===== config.mk =====
export PLATFORM = sky130hd
export DESIGN_NAME = pixel_address_generator_flat
export DESIGN_NICKNAME = d
export VERILOG_FILES = /design/src/rtl/pixel_address_generator_if.sv /design/src/rtl/pixel_address_generator.sv /design/src/flat_wrapper.sv
export SDC_FILE = /design/constraint.sdc
export NUM_CORES = 1
export LEC_CHECK = 0
export CORE_ASPECT_RATIO = 2
export CORE_MARGIN = 10
export CORE_UTILIZATION = 30
export CTS_CLUSTER_SIZE = 8
export DETAILED_ROUTE_END_ITERATION = 8
export MAX_ROUTING_LAYER = met4
export SLEW_MARGIN = 10
export SYNTH_ARGS = -nofsm -noshare
export SYNTH_HDL_FRONTEND = slang
export SYNTH_SLANG_ARGS = --single-unit

===== constraint.sdc =====
create_clock -name clk -period 2.2 [get_ports clk]
set_input_delay 0.22 -clock clk [delete_from_list [all_inputs] [get_ports clk]]
set_output_delay 0.22 -clock clk [all_outputs]
set_load 0.05 [all_outputs]

===== src/rtl/pixel_address_generator_if.sv =====
// Raster-side handshake between the display timing source and the ROM address generator.
// The master drives pixel markers and magnification; the slave returns the registered ROM address.
interface pixel_address_generator_if #(
    parameter int MAG_SEL_W = 2,
    parameter int ADDR_W    = 12,
    parameter int BANK_W    = 2
);
    logic                 pixelValid;
    logic                 frameStart;
    logic                 lineEnd;
    logic [MAG_SEL_W-1:0] magSel;
    logic [ADDR_W-1:0]    addr;
    logic [BANK_W-1:0]    bank;
    logic                 addrValid;

    modport master (
        output pixelValid, frameStart, lineEnd, magSel,
        input  addr, bank, addrValid
    );

    modport slave (
        input  pixelValid, frameStart, lineEnd, magSel,
        output addr, bank, addrValid
    );
endinterface


===== src/rtl/pixel_address_generator.sv =====
// Streaming raster-to-ROM address generator: replication counters stand in for division,
// the source image is split across ROM banks, and magnification is latched per frame.
module pixel_address_generator #(
    parameter int IMG_W     = 128,
    parameter int IMG_H     = 128,
    parameter int BANK_ROWS = 32,
    parameter int NUM_BANKS = 4,
    parameter int MAG_SEL_W = 2,
    parameter int ADDR_W    = 12
) (
    input  logic                       clk,
    input  logic                       rst_n,
    pixel_address_generator_if.slave   pag
);
    localparam int COL_W    = $clog2(IMG_W + 1);
    localparam int ROW_W    = $clog2(IMG_H + 1);
    localparam int COL_LO_W = $clog2(IMG_W);
    localparam int ROW_LO_W = $clog2(BANK_ROWS);
    localparam int BANK_W   = (NUM_BANKS > 1) ? $clog2(NUM_BANKS) : 1;
    localparam int STAGES   = 1;

    logic [COL_W-1:0]     src_col, col_eff, col_nxt;
    logic [ROW_W-1:0]     src_row, row_eff, row_nxt;
    logic [MAG_SEL_W-1:0] col_rep, col_rep_eff, col_rep_nxt;
    logic [MAG_SEL_W-1:0] row_rep, row_rep_eff, row_rep_nxt;
    // Magnification is held as mag-1 so it fits the select width and compares directly with the rep counters.
    logic [MAG_SEL_W-1:0] mag_m1_q, mag_m1;
    logic                 in_image;
    logic [ADDR_W-1:0]    addr_nxt;
    logic [BANK_W-1:0]    bank_nxt;
    logic [STAGES:0]      vld_pipe;

    // frameStart overrides the running counters for this same pixel, which is always (0,0).
    always_comb begin
        mag_m1      = pag.frameStart ? pag.magSel : mag_m1_q;
        col_eff     = pag.frameStart ? '0 : src_col;
        row_eff     = pag.frameStart ? '0 : src_row;
        col_rep_eff = pag.frameStart ? '0 : col_rep;
        row_rep_eff = pag.frameStart ? '0 : row_rep;

        col_nxt     = col_eff;
        row_nxt     = row_eff;
        col_rep_nxt = col_rep_eff;
        row_rep_nxt = row_rep_eff;

        if (pag.lineEnd) begin
            col_nxt     = '0;
            col_rep_nxt = '0;
            if (!pag.frameStart) begin
                if (row_rep_eff == mag_m1) begin
                    row_rep_nxt = '0;
                    row_nxt     = (row_eff == ROW_W'(IMG_H)) ? row_eff : row_eff + ROW_W'(1);
                end else begin
                    row_rep_nxt = row_rep_eff + MAG_SEL_W'(1);
                end
            end
        end else if (col_rep_eff == mag_m1) begin
            col_rep_nxt = '0;
            col_nxt     = (col_eff == COL_W'(IMG_W)) ? col_eff : col_eff + COL_W'(1);
        end else begin
            col_rep_nxt = col_rep_eff + MAG_SEL_W'(1);
        end
    end

    // Power-of-2 geometry turns divide/modulo into a shift and a concatenation.
    always_comb begin
        in_image = (row_eff < ROW_W'(IMG_H)) && (col_eff < COL_W'(IMG_W));
        addr_nxt = ADDR_W'({row_eff[ROW_LO_W-1:0], col_eff[COL_LO_W-1:0]});
        bank_nxt = BANK_W'(row_eff >> ROW_LO_W);
    end

    assign vld_pipe[0] = pag.pixelValid && in_image;

    always_ff @(posedge clk or negedge rst_n) begin
        if (!rst_n) begin
            src_col            <= '0;
            src_row            <= '0;
            col_rep            <= '0;
            row_rep            <= '0;
            mag_m1_q           <= '0;
            pag.addr           <= '0;
            pag.bank           <= '0;
            vld_pipe[STAGES:1] <= '0;
        end else begin
            vld_pipe[STAGES:1] <= vld_pipe[STAGES-1:0];
            if (pag.pixelValid) begin
                src_col  <= col_nxt;
                src_row  <= row_nxt;
                col_rep  <= col_rep_nxt;
                row_rep  <= row_rep_nxt;
                mag_m1_q <= mag_m1;
                pag.addr <= addr_nxt;
                pag.bank <= bank_nxt;
            end
        end
    end

    assign pag.addrValid = vld_pipe[STAGES];
endmodule


===== src/flat_wrapper.sv =====
// flat-port wrapper written by rule: the top's interface ports become plain ports
module pixel_address_generator_flat 
#(
    parameter int IMG_W     = 128,
    parameter int IMG_H     = 128,
    parameter int BANK_ROWS = 32,
    parameter int NUM_BANKS = 4,
    parameter int MAG_SEL_W = 2,
    parameter int ADDR_W    = 12
)
  (clk, rst_n, pag_pixelValid, pag_frameStart, pag_lineEnd, pag_magSel, pag_addr, pag_bank, pag_addrValid);
  pixel_address_generator_if #(.MAG_SEL_W(MAG_SEL_W), .ADDR_W(ADDR_W), .BANK_W(2)) pag_i ();
  input  logic clk;
  input  logic rst_n;
  input wire logic [$bits(pag_i.pixelValid)-1:0] pag_pixelValid;
  input wire logic [$bits(pag_i.frameStart)-1:0] pag_frameStart;
  input wire logic [$bits(pag_i.lineEnd)-1:0] pag_lineEnd;
  input wire logic [$bits(pag_i.magSel)-1:0] pag_magSel;
  output wire logic [$bits(pag_i.addr)-1:0] pag_addr;
  output wire logic [$bits(pag_i.bank)-1:0] pag_bank;
  output wire logic [$bits(pag_i.addrValid)-1:0] pag_addrValid;
  assign pag_i.pixelValid = pag_pixelValid;
  assign pag_i.frameStart = pag_frameStart;
  assign pag_i.lineEnd = pag_lineEnd;
  assign pag_i.magSel = pag_magSel;
  assign pag_addr = pag_i.addr;
  assign pag_bank = pag_i.bank;
  assign pag_addrValid = pag_i.addrValid;
  pixel_address_generator #(.IMG_W(IMG_W), .IMG_H(IMG_H), .BANK_ROWS(BANK_ROWS), .NUM_BANKS(NUM_BANKS), .MAG_SEL_W(MAG_SEL_W), .ADDR_W(ADDR_W)) u_core (.clk(clk), .rst_n(rst_n), .pag(pag_i));
endmodule

==> flow_summary_export.csv <==
group,metric,value,unit
run_status,status,"completed",
timing,rsz0062_at_grt,"no",
clocking,cts-root-buf,"clkbuf_16",
worst_setup_path,critPathLaunch,"u_core.src_col[1]$_DFFE_PN0P_",
worst_setup_path,reg2reg_slack,0.19,ns
power_and_ir_drop,p_switching,0.5401,mW
placed_design,dpl.hpwl,4536,um
global_routing,grt_pass1_wl,10190,um
timing,timing.hold.ws,0.04746,ns
worst_setup_path,criticalPathCategory,"register to register",
power_and_ir_drop,vdd_drop_max,0.0004008,V
power_and_ir_drop,seq_power_share,42.4,%
synth,synth_fp_nets,226,
cells_and_area,final_util,38.63,%
timing,fin_ws,0.1913,ns
synth,synthCells,216,
timing,max_freq,497.8,MHz
power_and_ir_drop,clkPwrFrac,37.9,%
timing,fin_crit_sh,91.31,%
synth,synth-main-ff-cell,"dfrtp_1",
worst_setup_path,r2r-end,"u_core.src_col[6]$_DFFE_PN0P_",
timing,maxSlewViolCount,0,
routing,viasPerCell,5.385,
routing,drc,0,
floorplan,rows,43,
worst_setup_path,required,2.43,ns
synth,synth_edf_count,0,
placed_design,place_congestion,0.9305,
worst_setup_path,r2r_start,"u_core.src_col[1]$_DFFE_PN0P_",
worst_setup_path,worstRegToRegCells,6,
placed_design,io_buffers,21,
floorplan,io_pins,22,
floorplan,die_y,138.7,um
clocking,ctsResizeCount,0,
clocking,ctsHtreeMaxLevel,2,
worst_setup_path,crit_path_end_kind,"register",
synth,yosys_warnings,0,
synth,yosysTopAreaCell,"dfrtp_1",
synth,avgSynthCellArea,9.789,um^2
worst_setup_path,setup.worst_path.start_class,"register",
synth,synth_seq_cells,37,
placed_design,place_ws,-0.04658,ns
hold_path,hold_path_class,"input pin to async pin",
floorplan,start_util,30.70,%
clocking,holdBufCountCts,0,
global_routing,grt_util_all_layers,12.22,%
timing,fin_skew,0.006707,ns
floorplan,core,6887,um^2
clocking,postCtsSetupRepairBufs,0,
clocking,path_clk_slew,0.06,ns
global_routing,antenna_found_initial,0,
synth,synth_area_leaders,"dfrtp_1 44%, mux2_2 4.8%, nor2b_1 4.1%, nand2_1 3.4%, a31o_2 2.9%",
timing,worstMarginPinSlew,0.8574,ns
cells_and_area,drive_above_1_share,19.37,%
routing,ant_nets,0,
routing,wl_per_cell,17.69,um
timing,fin_crit,2.009,ns
clocking,clk_latency,0.29,ns
worst_setup_path,crit_fanout,4,
floorplan,die_w,79.37,um
global_routing,grt.overflow.total,0,
global_routing,grt_pass1_vias,1954,
power_and_ir_drop,pwr-share-comb,19.7,%
job,maxCapViolCount,0,
synth,synth_top_area_share,43.79,%
cells_and_area,layout.nets,262,
routing,drtIter0Drc,128,
synth,synth.distinct_cells,50,
power_and_ir_drop,p_per_area,686.3,nW/um^2
cells_and_area,fillCellCount,737,
timing,setup_viol,0,
timing,hold_violations,0,
cells_and_area,syn2layout_area_growth,25.80,%
clocking,numCtsBuffers,5,
clocking,ctsLongestPathBuffers,2,
synth,synthArstFlopShare,100.0,%
clocking,cts_tree,"yes",
power_and_ir_drop,switching_share,29.58,%
synth,synth-seq-area-share,43.79,%
timing,slew_headroom,42.84,%
floorplan,dieArea,11010,um^2
routing,dr.pass1.iters,4,
cells_and_area,n_antenna_cell,0,
worst_setup_path,worstPathArrival,2.23,ns
routing,vias,1847,
clocking,cts_sinks,37,
power_and_ir_drop,leakage,1.186,nW
power_and_ir_drop,power.internal,1.286,mW
worst_setup_path,endpoint,"u_core.src_col[6]$_DFFE_PN0P_",
global_routing,grt_max_degree,38,
routing,drt_wl_total,6069,um
synth,netlist_area,2115,um^2
## per-stage QoR
step / area (um^2) / cells / total power [mW] / setup TNS (ns)
6_report: 2660 / 343 / 1.826 / 0
5_1_grt: 2660 / 343 / 1.920 / 0
4_1_cts: 2660 / 343 / 1.842 / 0
3_5_place_dp: 2521 / 335 / 1.145 / -0.04658
3_3_place_gp: 2521 / 335 / 1.142 / -0.02115
2_1_floorplan: 2115 / 216 / 0.9999 / 0
## worst max-delay path, cell delays in order, from the launching register on
cell and delay [ns]:
dfrtp_1 0.41, nor2b_1 0.25, ha_1 0.21, nand4b_1 0.10, or3_4 0.39, or4_1 0.50, nand3_1 0.09
## power by group through the flow
stage,Sequential (mW),Combinational (mW),Clock (mW)
floorplan,0.813,0.187,0
global placement,0.784,0.358,0
detailed placement,0.786,0.360,0
CTS,0.774,0.361,0.707
global route,0.783,0.395,0.742
finish,0.775,0.359,0.692
## area by class of cell
type                            count  area [um^2]  area share (%)
Multi-Input combinational cell    159         1101           41.39
Clock buffer                        6        128.9           4.845
Clock inverter                      2        10.01          0.3763
Sequential cell                    37        925.9           34.81
Tap cell                           90        112.6           4.233
Inverter                            9        33.78           1.270
Timing Repair Buffer               40        347.8           13.08
## layout by cell type, fill, tap and decap left out, types with 2 or more instances in the layout
master,netlist,layout
a31oi_1,2,2
nor4_1,7,7
nand3_1,9,9
a211o_1,2,2
or4_1,2,2
o311ai_0,2,2
o2bb2ai_1,3,3
dfrtp_1,37,37
nand4b_1,2,2
nand2b_1,5,5
o31ai_1,5,5
and3_1,6,6
a31o_2,7,7
clkinv_2,0,2
nand4_1,5,5
nor2_1,6,6
nand2_1,19,19
xnor2_1,2,2
clkbuf_16,0,5
o31a_1,3,3
nor2b_1,14,14
mux2_2,9,9
xor2_1,4,4
nand3b_1,2,2
ha_1,3,3
nor3_1,4,4
buf_4,0,19
a21oi_1,7,7
clkdlybuf4s50_1,0,20
o21ai_0,7,7
inv_1,9,9
mux2i_1,4,4
## registers in the layout (all words and copies together) (netlist names)
| name | cells |
|---|---|
| u_core.col_rep | 2 |
| u_core.mag_m1_q | 2 |
| u_core.pag.addr | 12 |
| u_core.pag.addrValid | 1 |
| u_core.pag.bank | 2 |
| u_core.row_rep | 2 |
| u_core.src_col | 8 |
| u_core.src_row | 8 |
## how the worst min path moves through the flow
stage / end / slack [ns]
floorplan: u_core.col_rep[0]$_DFFE_PN0P_ / -0.08
global placement: u_core.pag.bank[1]$_DFFE_PN0P_ / 0.38
detailed placement: u_core.pag.addrValid$_DFF_PN0_ / 0.39
CTS: u_core.pag.addrValid$_DFF_PN0_ / 0.09
global route: u_core.pag.addr[4]$_DFFE_PN0P_ / 0.11
finish: u_core.col_rep[1]$_DFFE_PN0P_ / 0.05
## cells in the mapped netlist, types with 2 or more instances
library cell,instances
nor2_1,6
dfrtp_1,37
nor2b_1,14
nand2_1,19
a31o_2,7
a31oi_1,2
a211o_1,2
o2bb2ai_1,3
ha_1,3
nand4b_1,2
buf_2,4
o31ai_1,5
nor4_1,7
nand3b_1,2
nor3_1,4
a21oi_1,7
o21ai_0,7
o311ai_0,2
inv_1,9
and3_1,6
or4_1,2
clkbuf_1,5
nand4_1,5
xor2_1,4
xnor2_1,2
mux2_2,9
nand2b_1,5
nand3_1,9
o31a_1,3
mux2i_1,4
## kinds of logic after synthesis
group | count (synthesis) | synth area share, %
adders and majority gates | 3 | 1.775
AOI/OAI and AO/OA | 50 | 18.05
DFF | 37 | 43.79
muxes | 13 | 6.687
xor gates and xnor gates | 6 | 2.485
buffers and inverters | 20 | 4.142
and+or+nand+nor | 87 | 23.08
## layer usage
metal | global-route usage (%) | part of all wire [%] | up-vias
met2 | 22.68 | 59 | 36
met3 | 2.013 | 2.0 | 17
li1 | - | - | 878
met1 | 10.82 | 35 | 916
met4 | 7.597 | 4.0 | 0
met5 | - | 0 | -
Note: power is estimated with default switching activity, not from simulation.
